**src/rtl/register_fifo_if.sv**
```systemverilog
// Producer/consumer side bundle of the register FIFO.
// Handshake: a write is taken on a rising edge where wr_en=1 and the FIFO
// has room (full=0, or a read is taken on the same edge); a read is taken
// on a rising edge where r_en=1 and empty=0. A taken read presents its word
// on out with out_valid=1 for the following cycle. Refused requests
// produce a one-cycle overflow or underflow pulse instead.
interface register_fifo_if #(
    parameter int WIDTH = 32,
    parameter int DEPTH = 4
);
    localparam int ADDR_W = $clog2(DEPTH);

    logic              wr_en;
    logic              r_en;
    logic [WIDTH-1:0]  data_in;
    logic [WIDTH-1:0]  out;
    logic              out_valid;
    logic              full;
    logic              empty;
    logic [ADDR_W:0]   count;
    logic              overflow;
    logic              underflow;

    // Producer/consumer side: drives requests, observes data and status.
    modport master (
        output wr_en, r_en, data_in,
        input  out, out_valid, full, empty, count, overflow, underflow
    );

    // FIFO side.
    modport slave (
        input  wr_en, r_en, data_in,
        output out, out_valid, full, empty, count, overflow, underflow
    );
endinterface

```
**src/rtl/register_fifo.sv**
```systemverilog
// DEPTH-entry, WIDTH-bit synchronous FIFO built from a register array.
// Registered read data with a valid strobe, occupancy count, full/empty
// status and one-cycle overflow/underflow pulses. All outputs come from
// registers, so there is no combinational path from inputs to outputs.
module register_fifo #(
    parameter int WIDTH = 32,
    parameter int DEPTH = 4,
    localparam int ADDR_W = $clog2(DEPTH)
) (
    input  logic           clk,
    input  logic           rst,
    register_fifo_if.slave bus
);
    localparam logic [ADDR_W:0]   CNT_ONE   = (ADDR_W+1)'(1);
    localparam logic [ADDR_W:0]   CNT_DEPTH = (ADDR_W+1)'(DEPTH);
    localparam logic [ADDR_W-1:0] PTR_ONE   = ADDR_W'(1);

    logic [WIDTH-1:0]  r_mem [DEPTH];
    logic [ADDR_W-1:0] r_wr_ptr;
    logic [ADDR_W-1:0] r_rd_ptr;
    logic [ADDR_W:0]   r_count;
    logic [WIDTH-1:0]  r_out;
    logic              r_out_valid;
    logic              r_overflow;
    logic              r_underflow;

    logic w_full;
    logic w_empty;
    logic w_rd_acc;
    logic w_wr_acc;

    assign w_full  = (r_count == CNT_DEPTH);
    assign w_empty = (r_count == '0);

    // A read needs data present; a write needs room, which a same-edge
    // read provides even when full. On empty the read is refused, so no
    // read-through bypass exists.
    assign w_rd_acc = bus.r_en && !w_empty;
    assign w_wr_acc = bus.wr_en && (!w_full || w_rd_acc);

    // Storage array: no reset, contents are don't-care until written.
    always_ff @(posedge clk) begin
        if (!rst && w_wr_acc) begin
            r_mem[r_wr_ptr] <= bus.data_in;
        end
    end

    // Pointers, occupancy, read data and status pulses.
    always_ff @(posedge clk) begin
        if (rst) begin
            r_wr_ptr    <= '0;
            r_rd_ptr    <= '0;
            r_count     <= '0;
            r_out       <= '0;
            r_out_valid <= 1'b0;
            r_overflow  <= 1'b0;
            r_underflow <= 1'b0;
        end else begin
            if (w_wr_acc) begin
                r_wr_ptr <= r_wr_ptr + PTR_ONE;
            end
            if (w_rd_acc) begin
                r_out    <= r_mem[r_rd_ptr];
                r_rd_ptr <= r_rd_ptr + PTR_ONE;
            end
            r_out_valid <= w_rd_acc;
            case ({w_wr_acc, w_rd_acc})
                2'b10:   r_count <= r_count + CNT_ONE;
                2'b01:   r_count <= r_count - CNT_ONE;
                default: r_count <= r_count;
            endcase
            r_overflow  <= bus.wr_en && w_full && !w_rd_acc;
            r_underflow <= bus.r_en && w_empty;
        end
    end

    assign bus.out       = r_out;
    assign bus.out_valid = r_out_valid;
    assign bus.full      = w_full;
    assign bus.empty     = w_empty;
    assign bus.count     = r_count;
    assign bus.overflow  = r_overflow;
    assign bus.underflow = r_underflow;
endmodule
```
**src/flat_wrapper.sv**
```systemverilog
// flat-port wrapper written by rule: the top's interface ports become plain ports
module register_fifo_flat 
#(
    parameter int WIDTH = 32,
    parameter int DEPTH = 4,
    localparam int ADDR_W = $clog2(DEPTH)
)
  (clk, rst, bus_wr_en, bus_r_en, bus_data_in, bus_out, bus_out_valid, bus_full, bus_empty, bus_count, bus_overflow, bus_underflow);
  register_fifo_if #(.WIDTH(WIDTH), .DEPTH(DEPTH)) bus_i ();
  input  logic clk;
  input  logic rst;
  input wire logic [$bits(bus_i.wr_en)-1:0] bus_wr_en;
  input wire logic [$bits(bus_i.r_en)-1:0] bus_r_en;
  input wire logic [$bits(bus_i.data_in)-1:0] bus_data_in;
  output wire logic [$bits(bus_i.out)-1:0] bus_out;
  output wire logic [$bits(bus_i.out_valid)-1:0] bus_out_valid;
  output wire logic [$bits(bus_i.full)-1:0] bus_full;
  output wire logic [$bits(bus_i.empty)-1:0] bus_empty;
  output wire logic [$bits(bus_i.count)-1:0] bus_count;
  output wire logic [$bits(bus_i.overflow)-1:0] bus_overflow;
  output wire logic [$bits(bus_i.underflow)-1:0] bus_underflow;
  assign bus_i.wr_en = bus_wr_en;
  assign bus_i.r_en = bus_r_en;
  assign bus_i.data_in = bus_data_in;
  assign bus_out = bus_i.out;
  assign bus_out_valid = bus_i.out_valid;
  assign bus_full = bus_i.full;
  assign bus_empty = bus_i.empty;
  assign bus_count = bus_i.count;
  assign bus_overflow = bus_i.overflow;
  assign bus_underflow = bus_i.underflow;
  register_fifo #(.WIDTH(WIDTH), .DEPTH(DEPTH)) u_core (.clk(clk), .rst(rst), .bus(bus_i));
endmodule
```
**config.mk**
```make
export PLATFORM = sky130hd
export DESIGN_NAME = register_fifo_flat
export DESIGN_NICKNAME = d
export VERILOG_FILES = /design/src/rtl/register_fifo_if.sv /design/src/rtl/register_fifo.sv /design/src/flat_wrapper.sv
export SDC_FILE = /design/constraint.sdc
export NUM_CORES = 1
export LEC_CHECK = 0
export ABC_AREA = 1
export BUFFER_PORTS_ARGS = -buffer_cell sky130_fd_sc_hd__buf_4
export CAP_MARGIN = 0
export CORE_MARGIN = 2
export CORE_UTILIZATION = 63
export DETAILED_ROUTE_END_ITERATION = 8
export PLACE_DENSITY = 0.86
export SLEW_MARGIN = 20
export SYNTH_ARGS = -nofsm -noshare
export SYNTH_HDL_FRONTEND = slang
export SYNTH_SLANG_ARGS = --single-unit
export TNS_END_PERCENT = 10
```
**constraint.sdc**
```tcl
create_clock -name clk -period 7.9 [get_ports clk]
set_input_delay 0.395 -clock clk [delete_from_list [all_inputs] [get_ports clk]]
set_output_delay 0.395 -clock clk [all_outputs]
set_load 0.005 [all_outputs]
```
==> Word level (Yosys, flattened, before mapping) <==
Memories as Yosys holds them, arrays and structs flattened. A register that Yosys moved wholly into a read port is not among the register bits.
Index checks and enable logic that the tools add are counted.
{ "word_totals": {"input_bits": 36, "ramBits": 128, "memories": 1, "out_inout_bits": 40, "elab_cells": 30, "register_bits": 10} }
{ "memory_table": {"columns": ["name", "words", "word_bits", "read_ports", "rd_ports_with_merged_regs", "write_ports", "line", "text"], "rows": [
  ["u_core.r_mem", 4, 32, 1, 1, 1, "register_fifo.sv:18", "logic [WIDTH-1:0] r_mem [DEPTH];"]
]} }
{ "classes": {"addsub": 4, "n_reduce_logical": 13, "mux": 3, "n_eq_ne": 3} }
{ "op_table": {"columns": ["operator", "n"], "rows": [
  ["logical AND 1 bit", 6],
  ["case mux 3 bit (2 select lines)", 1],
  ["adder 2 x 1 -> 2 bit (second input constant)", 2],
  ["zero test 1 bit", 4],
  ["adder 3 x 1 -> 3 bit (second input constant)", 1],
  ["== test 3 bit (second input constant)", 1],
  ["zero test 3 bit", 1],
  ["subtractor 3 x 1 -> 3 bit (second input constant)", 1],
  ["== test 2 x 1 -> 1 bit (second input constant)", 1],
  ["== test 2 bit (second input constant)", 1],
  ["two-way mux 1 bit", 2],
  ["nonzero test 2 bit", 1],
  ["logical OR 1 bit", 1]
]} }

==> Longest topological paths before layout <==
Gate-level depths: netlist of the first run.
{ "logic_depth": {"ltp_word": 8, "ltp_mapped": 14, "mapped_depth_nobuf": 13} }

==> Least setup slack after synthesis of the first run <==
OpenSTA, ideal clock, no wires.
{ "synth_path": {"path_kind": "input to register", "startpoint": "input rst", "endpoint": "memory u_core.r_mem[0][0], enable pin", "n_path_buf": 1, "cell_stages": 4, "t_arrival_ps": 2160, "setup_ps": 421, "required_time_ps": 7479, "path_slack_ps": 5318, "path_cell_list": "inv_1 > buf_2 > nand3_1 > nor2_1"} }
{ "synth_between": {"elab_chain_len": 4} }
{ "synth_lines": {"columns": ["element", "line", "text"], "rows": [
  ["start: declaration", "flat_wrapper.sv:11", "input logic rst;"],
  ["zero test 1 bit", "register_fifo.sv:43", "if (!rst && w_wr_acc) begin"],
  ["logical AND 1 bit", "register_fifo.sv:43", null],
  ["two-way mux 1 bit", "register_fifo.sv:43", null],
  ["two-way mux 1 bit (implied by the code)", "register_fifo.sv:44", "r_mem[r_wr_ptr] <= bus.data_in;"],
  ["end: declaration", "register_fifo.sv:18", null]
]} }
No other way between the ends.

==> Worst setup path in the final report of the first run <==
{ "layout_path": {"startpoint": "register u_core.r_count[1], in the netlist u_core.bus.count[1]", "endpoint": "register u_core.r_count[2], in the netlist u_core.bus.count[2]"} }
{ "layout_between": {"elab_chain_len": 7, "elab_cells_between_ends": 13, "classes_between": "add/sub: 2; eq/ne: 3; mux: 1; reduce/logical: 7"} }
{ "layout_lines": {"columns": ["element", "line", "text"], "rows": [
  ["start: declaration", "register_fifo.sv:21", "logic [ADDR_W:0] r_count;"],
  ["start signal: assignment", "register_fifo.sv:68", "2'b10: r_count <= r_count + CNT_ONE;"],
  ["start signal: assignment", "register_fifo.sv:69", "2'b01: r_count <= r_count - CNT_ONE;"],
  ["start signal: assignment", "register_fifo.sv:70", "default: r_count <= r_count;"],
  ["zero test 3 bit *", "register_fifo.sv:33", "assign w_empty = (r_count == '0);"],
  ["zero test 1 bit *", "register_fifo.sv:38", "assign w_rd_acc = bus.r_en && !w_empty;"],
  ["logical AND 1 bit *", "register_fifo.sv:38", null],
  ["via u_core.w_rd_acc", "register_fifo.sv:29", "logic w_rd_acc;"],
  ["logical OR 1 bit", "register_fifo.sv:39", "assign w_wr_acc = bus.wr_en && (!w_full || w_rd_acc);"],
  ["logical AND 1 bit", "register_fifo.sv:39", null],
  ["== test 2 x 1 -> 1 bit / == test 2 bit (equally long branches)", "register_fifo.sv:67", "case ({w_wr_acc, w_rd_acc})"],
  ["case mux 3 bit (2 select lines) / nonzero test 2 bit (equally long branches)", null, null]
]} }
Mark *: on every way through the listed nets, which the timed path passes. The rest lies on a longest branch.
A chain may end at the register's enable or synchronous reset.

==> results of run 1 <==
[flip-flops by register name, indices dropped and copies added, names as in the netlist]
signal,flops
u_core.bus.out_valid,1
u_core.bus.underflow,1
u_core.r_rd_ptr,2
u_core.bus.overflow,1
u_core.r_wr_ptr,2
u_core.bus.count,3
u_core.bus.out,32
u_core.r_mem,128
[path summary, 6_finish.rpt]
kind	start	end	slack, ns
min reg2reg	u_core.bus.out[13]	u_core.bus.out[13]	0.52
min	rst	u_core.r_rd_ptr[1]	0.16
max reg2reg	u_core.bus.count[1]	u_core.bus.count[2]	5.48
max	u_core.bus.count[1]	u_core.bus.count[2]	5.48
[worst reg2reg max path, stage by stage, from the launching register on]
cell	delay, ns
sky130_fd_sc_hd__dfxtp_1	0.34
sky130_fd_sc_hd__nor2_1	0.13
sky130_fd_sc_hd__nand2_1	0.14
sky130_fd_sc_hd__nand2_2	0.08
sky130_fd_sc_hd__buf_4	0.57
sky130_fd_sc_hd__inv_1	0.15
sky130_fd_sc_hd__ha_1	0.23
sky130_fd_sc_hd__inv_1	0.10
sky130_fd_sc_hd__fa_1	0.20
sky130_fd_sc_hd__inv_1	0.05
sky130_fd_sc_hd__nand2_1	0.07
sky130_fd_sc_hd__nand3_1	0.09
sky130_fd_sc_hd__nand2_1	0.07
sky130_fd_sc_hd__nand2_1	0.05
sky130_fd_sc_hd__nor2_1	0.09
[final cells by class]
cell class,instances,area [µm²],share of cell area
multi-input cells,401,1700,0.202
flip-flops and latches,170,4690,0.559
clock buffers,18,429,0.0512
clock inverters,14,130,0.0155
repair buffers,79,593,0.0707
inverters,179,673,0.0803
well taps,143,179,0.0213
[stage by stage]
stage	power (mW)	util	instance area (µm²)	instances	setup slack (ns)
floorplan	1.50	-	7200	782	5.32
global placement	1.67	0.694	7830	972	5.27
detailed placement	1.71	0.694	7830	972	5.12
CTS	2.49	0.744	8390	1004	5.46
global route	2.62	0.744	8390	1004	5.26
finish	2.49	0.744	8390	1004	5.48
[placed cells by master (no fill, tap or decap)]
| cell | netlist | final |
|---|---|---|
| sky130_fd_sc_hd__nand2_1 | 237 | 237 |
| sky130_fd_sc_hd__inv_1 | 178 | 177 |
| sky130_fd_sc_hd__edfxtp_1 | 128 | 128 |
| sky130_fd_sc_hd__buf_4 | 2 | 79 |
| sky130_fd_sc_hd__nor2_1 | 77 | 73 |
| sky130_fd_sc_hd__nand3_1 | 70 | 70 |
| sky130_fd_sc_hd__dfxtp_1 | 42 | 41 |
| sky130_fd_sc_hd__clkbuf_16 | 0 | 17 |
| sky130_fd_sc_hd__a21oi_1 | 5 | 5 |
| sky130_fd_sc_hd__ha_1 | 5 | 5 |
| sky130_fd_sc_hd__nor2_4 | 0 | 4 |
| sky130_fd_sc_hd__clkinv_2 | 0 | 4 |
| sky130_fd_sc_hd__clkinv_1 | 0 | 4 |
| sky130_fd_sc_hd__o21ai_0 | 3 | 3 |
| sky130_fd_sc_hd__clkinvlp_4 | 0 | 3 |
| sky130_fd_sc_hd__nor3_1 | 2 | 2 |
| sky130_fd_sc_hd__bufinv_16 | 0 | 2 |
| sky130_fd_sc_hd__nand2_2 | 1 | 1 |
| sky130_fd_sc_hd__inv_2 | 1 | 1 |
| sky130_fd_sc_hd__fa_1 | 1 | 1 |
| sky130_fd_sc_hd__inv_6 | 0 | 1 |
| sky130_fd_sc_hd__clkbuf_1 | 9 | 1 |
| sky130_fd_sc_hd__clkinv_4 | 0 | 1 |
| sky130_fd_sc_hd__dfxtp_2 | 0 | 1 |
[power breakdown]
group | switching [mW] | leakage (nW) | internal, mW
Clock | 0.331 | 0.266 | 0.459
Combinational | 0.372 | 2.21 | 0.229
Sequential | 0.0428 | 1.51 | 1.05
Total | 0.745 | 3.98 | 1.74
[layer usage]
layer / wire length (µm) / track usage / vias to the layer above
met2: 7530 / 0.429 / 198
li1: - / - / 2501
met3: 937 / 0.0525 / 31
met5: 0 / 0 / -
met1: 5650 / 0.290 / 2292
met4: 331 / 0.108 / 0
[logic make-up after synthesis]
| kind of cell | Yosys count |
|---|---|
| simple gates | 387 |
| buf+inv | 211 |
| flops | 170 |
| compound gates | 8 |
| fa+ha+maj | 6 |
==> impl_metrics.yaml, run 1 <==
status:
  run_status: "completed"
finish:
  layout.nets: 890
  layout.filler_cells: 745
  n_antenna_cell: 0
  post_synthesis_to_final_layout_area_growth_pct: 16.6
  drive_gt1_frac: 0.132
critical_path:
  critical_path.max_stage_delay_ns: 0.57
  critPathSlowestCell: "sky130_fd_sc_hd__buf_4"
  cp_common_cell: "sky130_fd_sc_hd__nand2_1"
  worst-r2r-cell-count: 14
  startpoint_type: "flop"
  critical_path_arrival_ns: 2.79
  setup.worst_path.end_class: "flop"
  worst-path-buf-inv: 4
  crit_path_max_fanout: 68
  crit_family: "buffers and inverters"
  worstPathRequired_ns: 8.27
  critical_path_cell_by_cell: "nor2_1, nand2_1, nand2_2, buf_4, inv_1, ha_1, inv_1, fa_1, inv_1, nand2_1, nand3_1, nand2_1, nand2_1, nor2_1"
  cp_class: "flop to flop"
  cp.depth: 14
timing:
  timing.max_slew.rel_slack: 0.294
  hold_slack_ns: 0.155
  finalClockSkew_ns: 0.00889
  achievable-frequency_mhz: 413
  worst-slew-pin-transition_ns: 1.06
  final-max-slew-violation-count: 0
  final_hold_viol_count: 0
  finalCritPeriodShare: 0.307
  setup_repair_after_global_routing_missed_its_margin: "no"
  layout_min_cycle_time_ns: 2.42
  setup_viol_count_final: 0
  fin_setup_tns_ns: 0
logic_synthesis:
  synth_top_family_by_area: "simple AND/OR/NAND/NOR gates"
  netlist.top_cell.by_area: "sky130_fd_sc_hd__edfxtp_1"
  syn-mean-instance-area_um2: 9.20
  postSynthNetCount: 824
  synth.cells.most_frequent: "237 x sky130_fd_sc_hd__nand2_1, 178 x sky130_fd_sc_hd__inv_1, 128 x sky130_fd_sc_hd__edfxtp_1"
  synth-edff-count: 128
  yosys.area_share.simple: 0.215
  synthAdderAreaFrac: 0.0115
  ys_async_sr_fraction: 0
  ys_ff_latch: 170
  yosysWarnings: 0
  yosys.cell_count.top_type: "sky130_fd_sc_hd__nand2_1"
  synthCells: 782
  yosys.area.top_type_share: 0.534
  synth_compound_gate_area_share: 0.00556
  synthXorXnorAreaFrac: 0
  synthMuxAreaShare: 0
  synth.area.top_cells: "sky130_fd_sc_hd__edfxtp_1 53%, sky130_fd_sc_hd__nand2_1 12%, sky130_fd_sc_hd__dfxtp_1 12%, sky130_fd_sc_hd__inv_1 9.3%, sky130_fd_sc_hd__nand3_1 4.9%"
  synth.lib_cells_used.distinct: 18
  dominantRegCellSynth: "sky130_fd_sc_hd__edfxtp_1"
  synth_sequential_area_ratio: 0.651
  syn-cell-area_mm2: 0.00720
clock_network:
  cts_made_buffers: 17
  cts_setup_buffers: 0
  number_of_sinks_driven_by_the_clock_tree: 170
  clock_tree.root_cell: "sky130_fd_sc_hd__clkbuf_16"
  clock_tree.buffer_depth: 2
  post_cts.resized_instances: 0
  cts_tree: "built"
  htree_levels: 4
  clk_transition_reported_paths_ns: 0.06
  holdBufCountCts: 0
  clock_latency_ns: 0.43
power:
  power_per_cell_area_mw_per_mm2: 296
  leakage_nw: 3.98
  worst_ir_drop_vdd_uv: 261
routing:
  overall_routed_net_length_um: 14400
  vias: 5022
  drt-pass1-iter-count: 5
  route.detailed.wl_per_inst_um: 14.4
  vias_per_cell: 5.00
  detail_route.iter0.violations: 455
  drt_drc_violations_left: 0
  drt.antenna.violating_nets: 0
grt:
  overflow: 0
  first_global_vias: 5016
  grt_pass1_wl_um: 23300
  maximum_number_of_pins_on_one_net_before_global_route_repair: 69
  number_of_antenna_violations_at_the_first_check_in_global_routing: 0
  groute.usage.overall: 0.244
place:
  hpwl_um: 8440
  gp_congestion: 0.784
  buffer_ports.inserted: 75
die:
  floorplan.rows: 39
  floorplan.die_area_mm2: 0.0123
  die_w_um: 111
  io-pin-count: 76
  die_height_um: 111
  initial_utilization: 0.638
  core_region_area_mm2: 0.0113
min_path:
  worstHoldPathCells: 2
  worst_hold_path_type: "primary input to flop"
run:
  maxCapViolCount: 0
Note: power is estimated with default switching activity, not from simulation.
==> run 2, diff against run 1 <==
--- a/config.mk
+++ b/config.mk
@@ -9,9 +9,9 @@
 export BUFFER_PORTS_ARGS = -buffer_cell sky130_fd_sc_hd__buf_4
 export CAP_MARGIN = 0
 export CORE_MARGIN = 2
-export CORE_UTILIZATION = 63
+export CORE_UTILIZATION = 53
 export DETAILED_ROUTE_END_ITERATION = 8
-export PLACE_DENSITY = 0.86
+export PLACE_DENSITY = 0.77
 export SLEW_MARGIN = 20
 export SYNTH_ARGS = -nofsm -noshare
 export SYNTH_HDL_FRONTEND = slang
==> constraint.sdc (replaced) <==
create_clock -name clk -period 2.1 [get_ports clk]
set_input_delay 0.105 -clock clk [delete_from_list [all_inputs] [get_ports clk]]
set_output_delay 0.105 -clock clk [all_outputs]
set_load 0.005 [all_outputs]
==> impl_metrics.yaml, run 2 (synthesized netlist as in run 1, its figures left out) <==
routing:
  overall_routed_net_length_um: 14100
  vias_per_cell: 4.63
  vias: 5027
  drt.antenna.violating_nets: 0
  route.detailed.wl_per_inst_um: 13.0
  drt-pass1-iter-count: 5
  drt_drc_violations_left: 0
  detail_route.iter0.violations: 443
clock_network:
  post_cts.resized_instances: 0
  clk_transition_reported_paths_ns: 0.06
  cts_setup_buffers: 0
  holdBufCountCts: 35
  htree_levels: 4
  cts_made_buffers: 17
  number_of_sinks_driven_by_the_clock_tree: 170
  clock_latency_ns: 0.43
  clock_tree.buffer_depth: 2
  clock_tree.root_cell: "sky130_fd_sc_hd__clkbuf_16"
  cts_tree: "built"
min_path:
  worst_hold_path_type: "primary input to flop"
  holdPathEnd: "u_core.r_rd_ptr[1]"
  worstHoldStart: "rst"
  worstHoldPathCells: 3
power:
  worst_ir_drop_vdd_uv: 604
  power_per_cell_area_mw_per_mm2: 1070
  leakage_nw: 4.26
  power_mw: 9.61
critical_path:
  cp_class: "flop to flop"
  worst_r2r_startpoint: "u_core.bus.count[0]"
  critical_path_arrival_ns: 2.24
  worst-path-buf-inv: 2
  critPathSlowestCell: "sky130_fd_sc_hd__fa_1"
  worstPathRequired_ns: 2.43
  worst-r2r-cell-count: 12
  critical_path_cell_by_cell: "nor2_1, nand3_1, nand2_1, ha_1, inv_1, fa_1, inv_1, nand2_1, nand3_1, nand2_1, nand2_1, nor2_1"
  cp_common_cell: "sky130_fd_sc_hd__nand2_1"
  r2r_setup_slack_ns: 0.20
  reg_to_reg_critical_path_endpoint: "u_core.bus.count[2]"
  setup.worst_path.end_class: "flop"
  crit_family: "simple AND/OR/NAND/NOR gates"
  critical_path.max_stage_delay_ns: 0.39
  crit_path_max_fanout: 7
  startpoint_type: "flop"
finish:
  largest_register_ff_count: 128
  layout.nets: 938
  n_antenna_cell: 0
  regMostFlops: "u_core.r_mem"
  post_synthesis_to_final_layout_area_growth_pct: 25.2
  drive_gt1_frac: 0.141
  layout.cells.most_common_list: "237 x sky130_fd_sc_hd__nand2_1, 178 x sky130_fd_sc_hd__inv_1, 128 x sky130_fd_sc_hd__edfxtp_1"
  mostFrequentLayoutCell: "sky130_fd_sc_hd__nand2_1"
place:
  buffer_ports.inserted: 75
  gp_congestion: 0.767
  hpwl_um: 8040
grt:
  gr-usage-met2: 0.355
  grt_pass1_wl_um: 23300
  gr-usage-met1: 0.256
  first_global_vias: 4914
  gr-max-usage-layer: "met2"
  maximum_number_of_pins_on_one_net_before_global_route_repair: 68
  overflow: 0
  groute.usage.overall: 0.211
  number_of_antenna_violations_at_the_first_check_in_global_routing: 0
  global_route.usage.met3: 0.0542
timing:
  layout_min_cycle_time_ns: 1.90
  setup_viol_count_final: 0
  fin_setup_tns_ns: 0
  final-max-slew-violation-count: 0
  final_hold_viol_count: 0
  finalClockSkew_ns: 0.0102
  timing.max_slew.rel_slack: 0.515
  worst-slew-pin-transition_ns: 0.727
  setup_repair_after_global_routing_missed_its_margin: "no"
  finalCritPeriodShare: 0.905
  achievable-frequency_mhz: 526
die:
  die_w_um: 121
  die_height_um: 121
  io-pin-count: 76
  core_region_area_mm2: 0.0132
  floorplan.die_area_mm2: 0.0145
  floorplan.rows: 42
  initial_utilization: 0.543
run:
  maxCapViolCount: 0
status:
  run_status: "completed"
==> run 2: cell count changes in the layout (fill, tap and decap cells not counted), moves of 4 or more <==
cell	before	now
sky130_fd_sc_hd__buf_12	0	6
sky130_fd_sc_hd__buf_4	79	86
sky130_fd_sc_hd__clkbuf_8	0	6
sky130_fd_sc_hd__clkinv_1	4	0
sky130_fd_sc_hd__clkinv_2	4	0
sky130_fd_sc_hd__dlygate4sd3_1	0	35
==> run 2: how the worst max path moves through the flow <==
stage	start	endpoint	slack [ns]	depth (start not counted)
after global routing	u_core.bus.count[0]	u_core.bus.count[2]	0.004	12
after detailed placement	u_core.bus.count[0]	u_core.bus.count[2]	0.21	12
final	u_core.bus.count[0]	u_core.bus.count[2]	0.20	12
after floorplan	u_core.bus.count[1]	u_core.r_mem[0][0]	-0.45	4
after CTS	u_core.bus.count[0]	u_core.bus.count[2]	0.20	12
after global placement	u_core.bus.count[0]	u_core.bus.count[2]	0.30	12
==> run 2: layer usage <==
| layer | vias up | wire (µm) |
|---|---|---|
| met2 | 144 | 6980 |
| met4 | 0 | 296 |
| met5 | - | 0 |
| met3 | 27 | 744 |
| met1 | 2261 | 6080 |
| li1 | 2595 | - |
==> run 2: power by group <==
group / internal, mW / switching (mW) / total (mW)
clock: 1.92 / 1.20 / 3.12
combinational: 0.973 / 1.38 / 2.36
sequential: 3.96 / 0.174 / 4.13
total: 6.86 / 2.76 / 9.61
==> run 2: layout make-up <==
cell class	instances	area, µm²
well taps	176	220
multi-input cells	401	1700
flip-flops and latches	170	4690
clock buffers	30	598
repair buffers	127	1120
fillers	972	4240
clock inverters	2	15.0
inverters	179	672
==> run 2: metrics by stage <==
step           hold slack [ns]  std cells   util  setup slack, ns  area (µm²)
2_1_floorplan            0.174        782      -           -0.452        7200
3_3_place_gp             0.296       1018  0.607            0.297        8040
3_5_place_dp             0.297       1018  0.607            0.210        8040
4_1_cts                  0.391       1085  0.680            0.201        9010
5_1_grt                  0.408       1085  0.680          0.00398        9010
6_report                 0.401       1085  0.680            0.199        9010
==> run 2: tightest hold or removal path: stages <==
cell	delay [ns]
sky130_fd_sc_hd__dlygate4sd3_1	0.53
sky130_fd_sc_hd__buf_4	0.13
sky130_fd_sc_hd__a21oi_1	0.04
